<file path="src/rtl/synth_ctrl_pkg.sv">
// Shared constants and types for the synth control-input blocks.
// Consumers: sustain_variable (optional hysteresis via SUSTAIN_HYST_EN).
package synth_ctrl_pkg;

    localparam int unsigned SUSTAIN_IN_W  = 10;
    localparam int unsigned SUSTAIN_OUT_W = 4;
    localparam int unsigned SUSTAIN_BAND  = 1 << (SUSTAIN_IN_W - SUSTAIN_OUT_W);

    typedef logic [SUSTAIN_OUT_W-1:0] sustain_code_t;

endpackage

</file>
<file path="src/rtl/sustain_quantizer.sv">
// Combinational band quantizer: maps the registered input and current level to the next level.
// Hysteresis margin is applied only when SUSTAIN_HYST_EN is defined.
module sustain_quantizer
    import synth_ctrl_pkg::*;
#(
    parameter int unsigned IN_W  = SUSTAIN_IN_W,
    parameter int unsigned OUT_W = SUSTAIN_OUT_W,
    parameter int unsigned HYST  = 8
) (
    input  logic [IN_W-1:0]  in_q,
    input  logic [OUT_W-1:0] level,
    output logic [OUT_W-1:0] next_level
);

    localparam int unsigned SHIFT = IN_W - OUT_W;

`ifdef SUSTAIN_HYST_EN
    localparam bit HYST_ON = 1'b1;
`else
    localparam bit HYST_ON = 1'b0;
`endif

    // A zero margin makes both threshold tests always pass, so the
    // disabled build collapses to plain quantization.
    localparam int unsigned MARGIN = HYST_ON ? HYST : 0;

    logic [OUT_W-1:0] cand;
    logic [IN_W:0]    lvl_base;
    logic [IN_W:0]    up_thr;
    logic [IN_W:0]    in_ext;
    logic [IN_W:0]    in_hyst;

    assign cand = in_q[IN_W-1 -: OUT_W];

    always_comb begin
        lvl_base   = (IN_W+1)'(level) << SHIFT;
        up_thr     = lvl_base + (IN_W+1)'(1 << SHIFT) + (IN_W+1)'(MARGIN);
        in_ext     = (IN_W+1)'(in_q);
        in_hyst    = in_ext + (IN_W+1)'(MARGIN);
        next_level = level;
        if ((cand > level) && (in_ext >= up_thr)) begin
            next_level = cand;
        end else if ((cand < level) && (in_hyst < lvl_base)) begin
            next_level = cand;
        end
    end

endmodule

</file>
<file path="src/rtl/sustain_variable.sv">
// Sustain control: registers the user value, quantizes it to a sustain-time code, strobes on change.
// Optional input hysteresis enabled by defining SUSTAIN_HYST_EN.
module sustain_variable
    import synth_ctrl_pkg::*;
#(
    parameter int unsigned IN_W  = SUSTAIN_IN_W,
    parameter int unsigned OUT_W = SUSTAIN_OUT_W,
    parameter int unsigned HYST  = 8
) (
    input  logic             clk,
    input  logic             rst_n,
    input  logic [IN_W-1:0]  user_input0,
    output logic [OUT_W-1:0] sustainTime,
    output logic             sustain_changed
);

    logic [IN_W-1:0]  in_q;
    logic [OUT_W-1:0] next_level;

    sustain_quantizer #(
        .IN_W  (IN_W),
        .OUT_W (OUT_W),
        .HYST  (HYST)
    ) u_quant (
        .in_q       (in_q),
        .level      (sustainTime),
        .next_level (next_level)
    );

    always_ff @(posedge clk) begin
        if (!rst_n) begin
            in_q            <= '0;
            sustainTime     <= '0;
            sustain_changed <= 1'b0;
        end else begin
            in_q            <= user_input0;
            sustainTime     <= next_level;
            sustain_changed <= (next_level != sustainTime);
        end
    end

endmodule

</file>
<file path="config.mk">
export PLATFORM = sky130hd
export DESIGN_NAME = sustain_variable
export DESIGN_NICKNAME = d
export VERILOG_FILES = /design/src/rtl/synth_ctrl_pkg.sv /design/src/rtl/sustain_quantizer.sv /design/src/rtl/sustain_variable.sv
export SDC_FILE = /design/constraint.sdc
export NUM_CORES = 1
export LEC_CHECK = 0
export ABC_AREA = 1
export CAP_MARGIN = 40
export CORE_AREA = 2 2 45 47
export DETAILED_ROUTE_END_ITERATION = 10
export DIE_AREA = 0 0 47 49
export GPL_TIMING_DRIVEN = 0
export PLACE_DENSITY = 0.79
export RECOVER_POWER = 50
export SLEW_MARGIN = 5
export SYNTH_ARGS = -nofsm -noshare
export SYNTH_HDL_FRONTEND = slang
export SYNTH_SLANG_ARGS = --single-unit
export TNS_END_PERCENT = 10
</file>
<file path="constraint.sdc">
create_clock -name clk -period 2.6 [get_ports clk]
set_input_delay 0.26 -clock clk [delete_from_list [all_inputs] [get_ports clk]]
set_output_delay 0.26 -clock clk [all_outputs]
set_load 0.02 [all_outputs]
</file>
==> reports/results.ini <==
[cells_and_area]
diodes = 0
drive_gt1_frac = 0.0662
finalNetCount = 159
utilization = 0.577
nFillCells = 176
synthToLayoutAreaGrowth_pct = 26.2

[detailed_routing]
drt-wirelength-per-cell_um = 8.21
via_count = 738
drc = 0
drt_iter0_drc = 3
vias_per_cell = 4.53
ant_nets = 0
drtPass1Iterations = 3
wl_um = 1340

[grt]
grt_max_degree = 11
grt_pass1_vias = 655
grt_overflow = 0
gr-usage-met2 = 0.237
met3_usage = 0.0556
track_usage = 0.153
grt_antenna_before_repair = 0
grt_use_met1 = 0.170
grt_first_pass_wirelength_um = 2490
grt-busiest-layer = met2

[timing]
setup-tns-final_ns = 0
slew_headroom = 0.757
rsz0062_at_grt = false
hold_violations = 0
slew_violations = 0
post-route-period-util = 0.830
finalSetupViolCount = 0
timing.hold.ws_ns = 0.497
fin_skew_ns = 0.00184
fin_crit_ns = 2.16
tightest_slew_ns = 0.364
layout_setup_ws_ns = 0.441
fmax_mhz = 463

[critical_path]
critPathCaptureType = flop
reg2reg_depth = 14
critPathLaunchType = flop
ff2ff_setup_slack_ns = 0.44
timing.rr.start = sustainTime[2]$_SDFF_PN0_
critical_path.most_common_cell = nand2_1
crit_type = reg -> reg
cp.buffers_inverters = 1
worstPathRequired_ns = 2.78
max_stage_delay_ns = 0.48
crit_chain = nand3_1 -> xor2_1 -> ha_1 -> a21oi_1 -> nand2_1 -> nand2_1 -> nand3_2 -> nand2_2 -> nand2_2 -> buf_6 -> nand3_1 -> nand2_1 -> nor2_1 -> a21oi_1
arrival_ns = 2.34
crit_path_end = sustain_changed$_SDFF_PN0_
worst-path-stages = 14
rr_endpoint = sustain_changed$_SDFF_PN0_
slowest_stage = dfxtp_1
cp_top_family = simple AND/OR/NAND/NOR gates
crit_fanout = 10
startpoint = sustainTime[2]$_SDFF_PN0_

[placed_design]
portBuffers = 16
globalplace.congestion = 0.819
post-place-ws_ns = 0.434
hpwl_um = 1140

[flow_run]
maxCapViolations = 0

[logic_synthesis]
yosysUniqueCellTypes = 17
syn_inst = 116
synth_top_area_share = 0.357
synth_area_sq_um = 842
ys_seq_area_frac = 0.357
synth_nets = 138
yosysTopAreaCell = dfxtp_1
synth_area_leaders = dfxtp_1 (36%), ha_1 (15%), nand2_1 (12%)
synth.avg_cell_area_sq_um = 7.26
ys_seq_elements = 15
yosys_warnings = 0

[power_and_ir_drop]
power.total_mw = 0.828
power_frac_clock = 0.158
p_switching_mw = 0.324
intPower_mw = 0.505
seq_power_share = 0.364
combPwrFrac = 0.478
powerDensity_nw_per_um2 = 780
p_leak_nw = 0.572
swShare = 0.391
max-vdd-ir-drop_v = 0.000360

[worst_hold_path]
hold_path.class = in -> reg

[die]
rows = 16
die_w_um = 47
die-area_sq_um = 2300
coreArea_sq_um = 1840
die_h_um = 49
boundaryPins = 17
start_util = 0.457

[run_status]
outcome = completed

[clock_tree]
cts-resized-gates = 0
cts_hold_buf = 0
clk_pin_slew_ns = 0.08
root_buffer = clkbuf_4
h-tree-depth = 1
cts_setup_buffers = 0
cts_inserted_buffers = 3
clk_latency_ns = 0.28
cts_tree = yes
clock_sinks = 15
ctsLongestPathBuffers = 2

==> cell families (layout without fill, tap and decap cells) <==
kind of cell | Yosys count | count (layout) | synth area share
AOI/OAI and AO/OA | 9 | 9 | 0.0654
xor gates and xnor gates | 2 | 2 | 0.0208
adders and majority gates | 10 | 10 | 0.149
buffers and inverters | 27 | 47 | 0.129
DFF | 15 | 15 | 0.357
and+or+nand+nor | 53 | 53 | 0.279
==> synthesized netlist by cell type <==
cell and n:
clkbuf_1 1, nand2_2 3, nand4_1 1, nor2_1 9, ha_1 10, nand3_1 10, nor3_1 1, nand3_2 2
xnor2_1 1, a211oi_1 3, a21oi_1 5, dfxtp_1 15, nand2_1 27, o21bai_1 1, buf_6 1, inv_1 25
xor2_1 1
==> worst min-delay path, stage by stage <==
cell             delay, ns
clkdlybuf4s50_1       0.39
nand2_1               0.06
inv_1                 0.03
==> layout make-up <==
| type | count | area (sq um) | share of cell area |
|---|---|---|---|
| Clock buffer | 4 | 26.3 | 0.0247 |
| Timing Repair Buffer | 16 | 160 | 0.151 |
| Multi-Input combinational cell | 74 | 433 | 0.408 |
| Inverter | 25 | 93.8 | 0.0883 |
| Tap cell | 27 | 33.8 | 0.0318 |
| Sequential cell | 15 | 300 | 0.283 |
| Buffer | 2 | 15.0 | 0.0141 |
==> sequential cells by signal (all words and copies together), names as in the netlist <==
| name | flops |
|---|---|
| sustainTime | 4 |
| sustain_changed | 1 |
| in_q | 10 |
==> per-layer routing <==
| metal | vias up | routed length, um |
|---|---|---|
| met3 | 5 | 70 |
| met5 | - | 0 |
| met1 | 318 | 574 |
| li1 | 400 | - |
| met4 | 0 | 44 |
| met2 | 15 | 649 |
==> power groups by stage <==
stage | clock network, mW | logic (mW) | registers [mW]
after floorplan | 0 | 0.258 | 0.333
after global placement | 0 | 0.388 | 0.306
after detailed placement | 0 | 0.399 | 0.307
after CTS | 0.136 | 0.402 | 0.302
after global routing | 0.147 | 0.454 | 0.308
final | 0.131 | 0.396 | 0.301
==> how the worst min path moves through the flow <==
| stage | cells past startpoint | to | slack, ns | start |
|---|---|---|---|---|
| final | 3 | in_q[8]$_SDFF_PN0_ | 0.50 | user_input0[8] |
| after global routing | 3 | in_q[6]$_SDFF_PN0_ | 0.51 | user_input0[6] |
| after floorplan | 2 | in_q[8]$_SDFF_PN0_ | 0.35 | user_input0[8] |
| after CTS | 3 | in_q[9]$_SDFF_PN0_ | 0.49 | user_input0[9] |
| after detailed placement | 2 | sustainTime[1]$_SDFF_PN0_ | 0.52 | in_q[7]$_SDFF_PN0_ |
| after global placement | 2 | sustainTime[2]$_SDFF_PN0_ | 0.52 | in_q[8]$_SDFF_PN0_ |
==> through the flow <==
step                      cell area, sq um  std cells
after global placement                1040        159
after global routing                  1060        163
after floorplan                        842        116
after detailed placement              1040        159
final                                 1060        163
after CTS                             1060        163
==> cell usage in the layout (no fill, tap or decap), types with 2 or more instances in the layout <==
cell / count
nand2_2: 3
nand2_1: 27
clkbuf_1: 2
dfxtp_1: 15
ha_1: 10
nand3_2: 2
clkbuf_4: 3
a21oi_1: 5
clkdlybuf4s50_1: 15
a211oi_1: 3
inv_1: 25
nand3_1: 10
nor2_1: 9
(Power assumes the default switching activity.)
==> RTL change 1, RTL diff (same settings) <==
Make the reset (`rst_n`) asynchronous in one clocked block.
--- a/src/rtl/sustain_variable.sv
+++ b/src/rtl/sustain_variable.sv
@@ -27,7 +27,7 @@
         .next_level (next_level)
     );
 
-    always_ff @(posedge clk) begin
+    always_ff @(posedge clk or negedge rst_n) begin
         if (!rst_n) begin
             in_q            <= '0;
             sustainTime     <= '0;
Check against the original RTL: differs if rst_n is asserted again (counterexample within 4 cycles, from zero or initial values and one cycle with rst_n low); with rst_n held inactive, the same outputs for 10 cycles.
==> RTL change 1 against the original RTL <==
- sequential cell count unchanged
- via count increased by 8.9%
- routed wire length increased by 42%
- area after synthesis increased by 19%
- synthesized cell count unchanged
- setup slack got worse by 0.098 ns
- count of clock-buffer cells in the layout unchanged
- cell area increased by 15%
- global-route usage increased by 5.6 points
- critical path type unchanged
- critical endpoint is now sustain_changed
Power is not compared: it rests on default switching activity, and its combinational part moved more than twofold at a synthesized area within 25%.
==> RTL change 1: results (changes against the original RTL) <==
| Metric | Value |
|---|---|
| Hpwl dp | `1530 um (+33%)` |
| First-pass GRT wire length | `3460 um (+39%)` |
| Routed wl met2 | `983 um (+51%)` |
| Synth async-reset ratio | `1.00 (+1.00)` |
| GRT met2 Usage | `0.336 (+0.0982)` |
| Final Routed Wirelength | `1900 um (+42%)` |
| R2R Path End | `sustain_changed` |
| Rel. slew slack | `0.553 (-0.204)` |
| Max Clock Skew | `0.00839 ns (+0.00655 ns)` |
| Register area share after synthesis | `0.373 (+0.0165)` |
| Predominant post-synthesis flop cell | `dfrtp_1` |
| RePlAce Congestion | `0.861 (+5.1%)` |
| Largest net degree at the start of global routing | `16 (+5)` |
| CP Data Arrival Time | `2.45 ns (+0.11 ns)` |
| Total power | `1.36 mW` |
| First-pass DRT Iterations | `6 (+3)` |
| Cell variety after synth | `24 (+7)` |
| Slowest CP cell | `dfrtp_1` |
| Worst hold path class | `in -> async` |
| M1 GR Usage | `0.253 (+0.0833)` |
| WP buf/inv | `0 (-1)` |
| R2R setup slack | `0.34 ns (-0.10 ns)` |
| R2R depth | `13 (-1)` |
| DR WL met3 | `58 um (-17%)` |
| All-Layer GR Usage | `0.210 (+0.0563)` |
| Routed vias/inst | `4.93 (+8.9%)` |
| Fin crit period | `2.26 ns (+0.0976 ns)` |
| CP Launch Point | `sustainTime[0]` |
| Placed inst area | `1200 um2 (+16%)` |
| Run status | `complete, no violations` |
## RTL change 1: cell count changes after synthesis, moves of 5 or more
cell / unedited run / this run
dfrtp_1: 0 / 15
dfxtp_1: 15 / 0
inv_1: 25 / 12
nand2_2: 3 / 9
nand3_1: 10 / 15
## RTL change 1: area by class of cell
type / count / area, um2 / share of cell area
timing repair buffer: 16 / 160 / 0.131
clock buffer: 4 / 26.3 / 0.0214
inverter: 14 / 53.8 / 0.0439
tap: 27 / 33.8 / 0.0276
sequential: 15 / 375 / 0.306
buffer: 1 / 11.3 / 0.00918
multi-input combinational: 86 / 566 / 0.461
## RTL change 1: kinds of logic after synthesis
family | after synthesis | synth area share
XOR/XNOR | 2 | 0.0174
buffers and inverters | 15 | 0.0647
adder cells (fa/ha/maj) | 10 | 0.124
AO/OA/AOI/OAI | 7 | 0.0535
AND/OR/NAND/NOR | 67 | 0.367
flip-flops | 15 | 0.373
==> RTL change 2, RTL diff (same flow settings) <==
Without the edit above. Change the package constant `SUSTAIN_OUT_W` from 4 to 2.
--- a/src/rtl/synth_ctrl_pkg.sv
+++ b/src/rtl/synth_ctrl_pkg.sv
@@ -3,7 +3,7 @@
 package synth_ctrl_pkg;
 
     localparam int unsigned SUSTAIN_IN_W  = 10;
-    localparam int unsigned SUSTAIN_OUT_W = 4;
+    localparam int unsigned SUSTAIN_OUT_W = 2;
     localparam int unsigned SUSTAIN_BAND  = 1 << (SUSTAIN_IN_W - SUSTAIN_OUT_W);
 
     typedef logic [SUSTAIN_OUT_W-1:0] sustain_code_t;
Interface: changed (resized sustainTime); port bits go from 17 to 15. The function was not compared with the original's and may differ.
==> RTL change 2 against the original RTL <==
- routed wire length decreased by 27%
- die area unchanged
- clock skew about the same
- cell area decreased by 20%
- non-clock buffer count decreased by 3
- first-iteration DRC count decreased by 33%
- area after synthesis decreased by 23%
- setup slack improved by 0.38 ns
- sequential share of layout area increased by 2.4 points
- sequential cell count decreased by 2
- critical path type unchanged
Power is not compared: it rests on default switching activity, and its combinational part moved more than twofold at a synthesized area within 25%.
==> RTL change 2: results (changes against the original RTL) <==
| Metric | Value |
|---|---|
| Post-cts sizing count | `0 (unchanged)` |
| Final Routed Wirelength | `978 um (-27%)` |
| Mux cell area share after synthesis | `0 (unchanged)` |
| Rel. slew slack | `0.753 (-0.00410)` |
| Synth Area in Compound Gates | `0.0772 (+0.0118)` |
| Top Registers | `in_q: 10 flops, sustainTime: 2 flops, sustain_changed: 1 flops` |
| Top post-synthesis cells by area | `dfxtp_1, inv_1, nand2_1` |
| Routed vias/inst | `4.04 (-11%)` |
| First-pass DRT Iterations | `2 (-1)` |
| Worst hold path class | `in -> reg` |
| Largest net degree at the start of global routing | `11 (unchanged)` |
| Max Clock Skew | `0.00201 ns (+0.000171 ns)` |
| Syn nets | `110 (-20%)` |
| Number of synthesized flops with an enable pin | `0 (unchanged)` |
| CP Data Arrival Time | `1.99 ns (-0.35 ns)` |
| M3 GR Usage | `0.0333 (-0.0222)` |
| Routed wl met2 | `504 um (-22%)` |
| Hpwl dp | `847 um (-26%)` |
| First DRT Iteration DRCs | `2 (-1)` |
| Adder-cell share of the synthesized area | `0.116 (-0.0328)` |
| RePlAce Congestion | `0.800 (-2.3%)` |
| Total Nets Final | `129 (-19%)` |
| Post-synth top cells | `inv_1, nand2_1, dfxtp_1` |
| Port Buffer Count | `14 (-2)` |
| Worst vdd ir | `0.308 mV` |
| Layout cells sized above 1 | `0.0818 (+0.0156)` |
| Initial antenna violation count | `0 (unchanged)` |
| Post-Synth XOR/XNOR Area | `0 (-0.0208)` |
| Register area share after synthesis | `0.402 (+0.0449)` |
| First-pass GRT wire length | `1750 um (-30%)` |
| All-Layer GR Usage | `0.106 (-0.0475)` |
| Cell variety after synth | `13 (-4)` |
| Run status | `complete, no violations` |
| Antenna Cells | `0 (unchanged)` |
| DR WL met3 | `48 um (-31%)` |
| Leakage power | `0.469 nW` |
| Post-Route M1 WL | `398 um (-31%)` |
| CP max FO | `5 (-5)` |
| GRT met2 Usage | `0.176 (-0.0616)` |
| Vias in the first global route | `473 (-28%)` |
| Worst-skew pair later-pin latency | `0.27 ns` |
| M1 GR Usage | `0.107 (-0.0624)` |
## RTL change 2: cell types whose count changed after synthesis, moves of 2 or more
cell,delta
a21oi_2,+2
a21oi_1,-2
nand2_1,-5
ha_1,-4
nand3_2,-2
dfxtp_1,-2
o21ai_1,+2
nand3_1,-3
a211oi_1,-3
nor2_1,-6
inv_1,+3
## RTL change 2: cells by family (layout without fill, tap and decap cells)
logic type | Yosys count | after routing
buffers and inverters | 29 | 47
AND/OR/NAND/NOR | 36 | 36
AO/OA/AOI/OAI | 8 | 8
flip-flops | 13 | 13
adder cells (fa/ha/maj) | 6 | 6
## RTL change 2: critical path, cell delays in order (launching register included)
cell and delay, ns:
dfxtp_1 0.42, ha_1 0.26, inv_1 0.05, ha_1 0.21
inv_1 0.07, nor2_1 0.04, o21ai_1 0.14, nand2_2 0.10
nand2_2 0.09, nand2_1 0.07, nand3_1 0.07, nand2_1 0.07
a21oi_2 0.12
## RTL change 2: final timing paths
check        depth (start not counted)           start  slack [ns]               to
min reg2reg                          2         in_q[8]        0.54   sustainTime[0]
max                                 12  sustainTime[0]        0.82  sustain_changed
max reg2reg                         12  sustainTime[0]        0.82  sustain_changed
min                                  3  user_input0[8]        0.51          in_q[8]
## RTL change 2: layout make-up
class	instances	area, um2
buffer	1	3.75
tap	27	33.8
clock buffer	4	26.3
fill	205	993
inverter	28	105
multi-input combinational	50	279
sequential	13	260
timing repair buffer	14	140
## RTL change 2: stage by stage
stage                     worst slack [ns]  power (mW)  instances   util  instance area (um2)
after floorplan                      0.820       0.314         92      -                  648
after global placement               0.877       0.353        133  0.446                  822
after detailed placement             0.824       0.359        133  0.446                  822
after CTS                            0.807       0.477        137  0.461                  848
after global routing                 0.663       0.505        137  0.461                  848
final                                0.820       0.470        137  0.461                  848
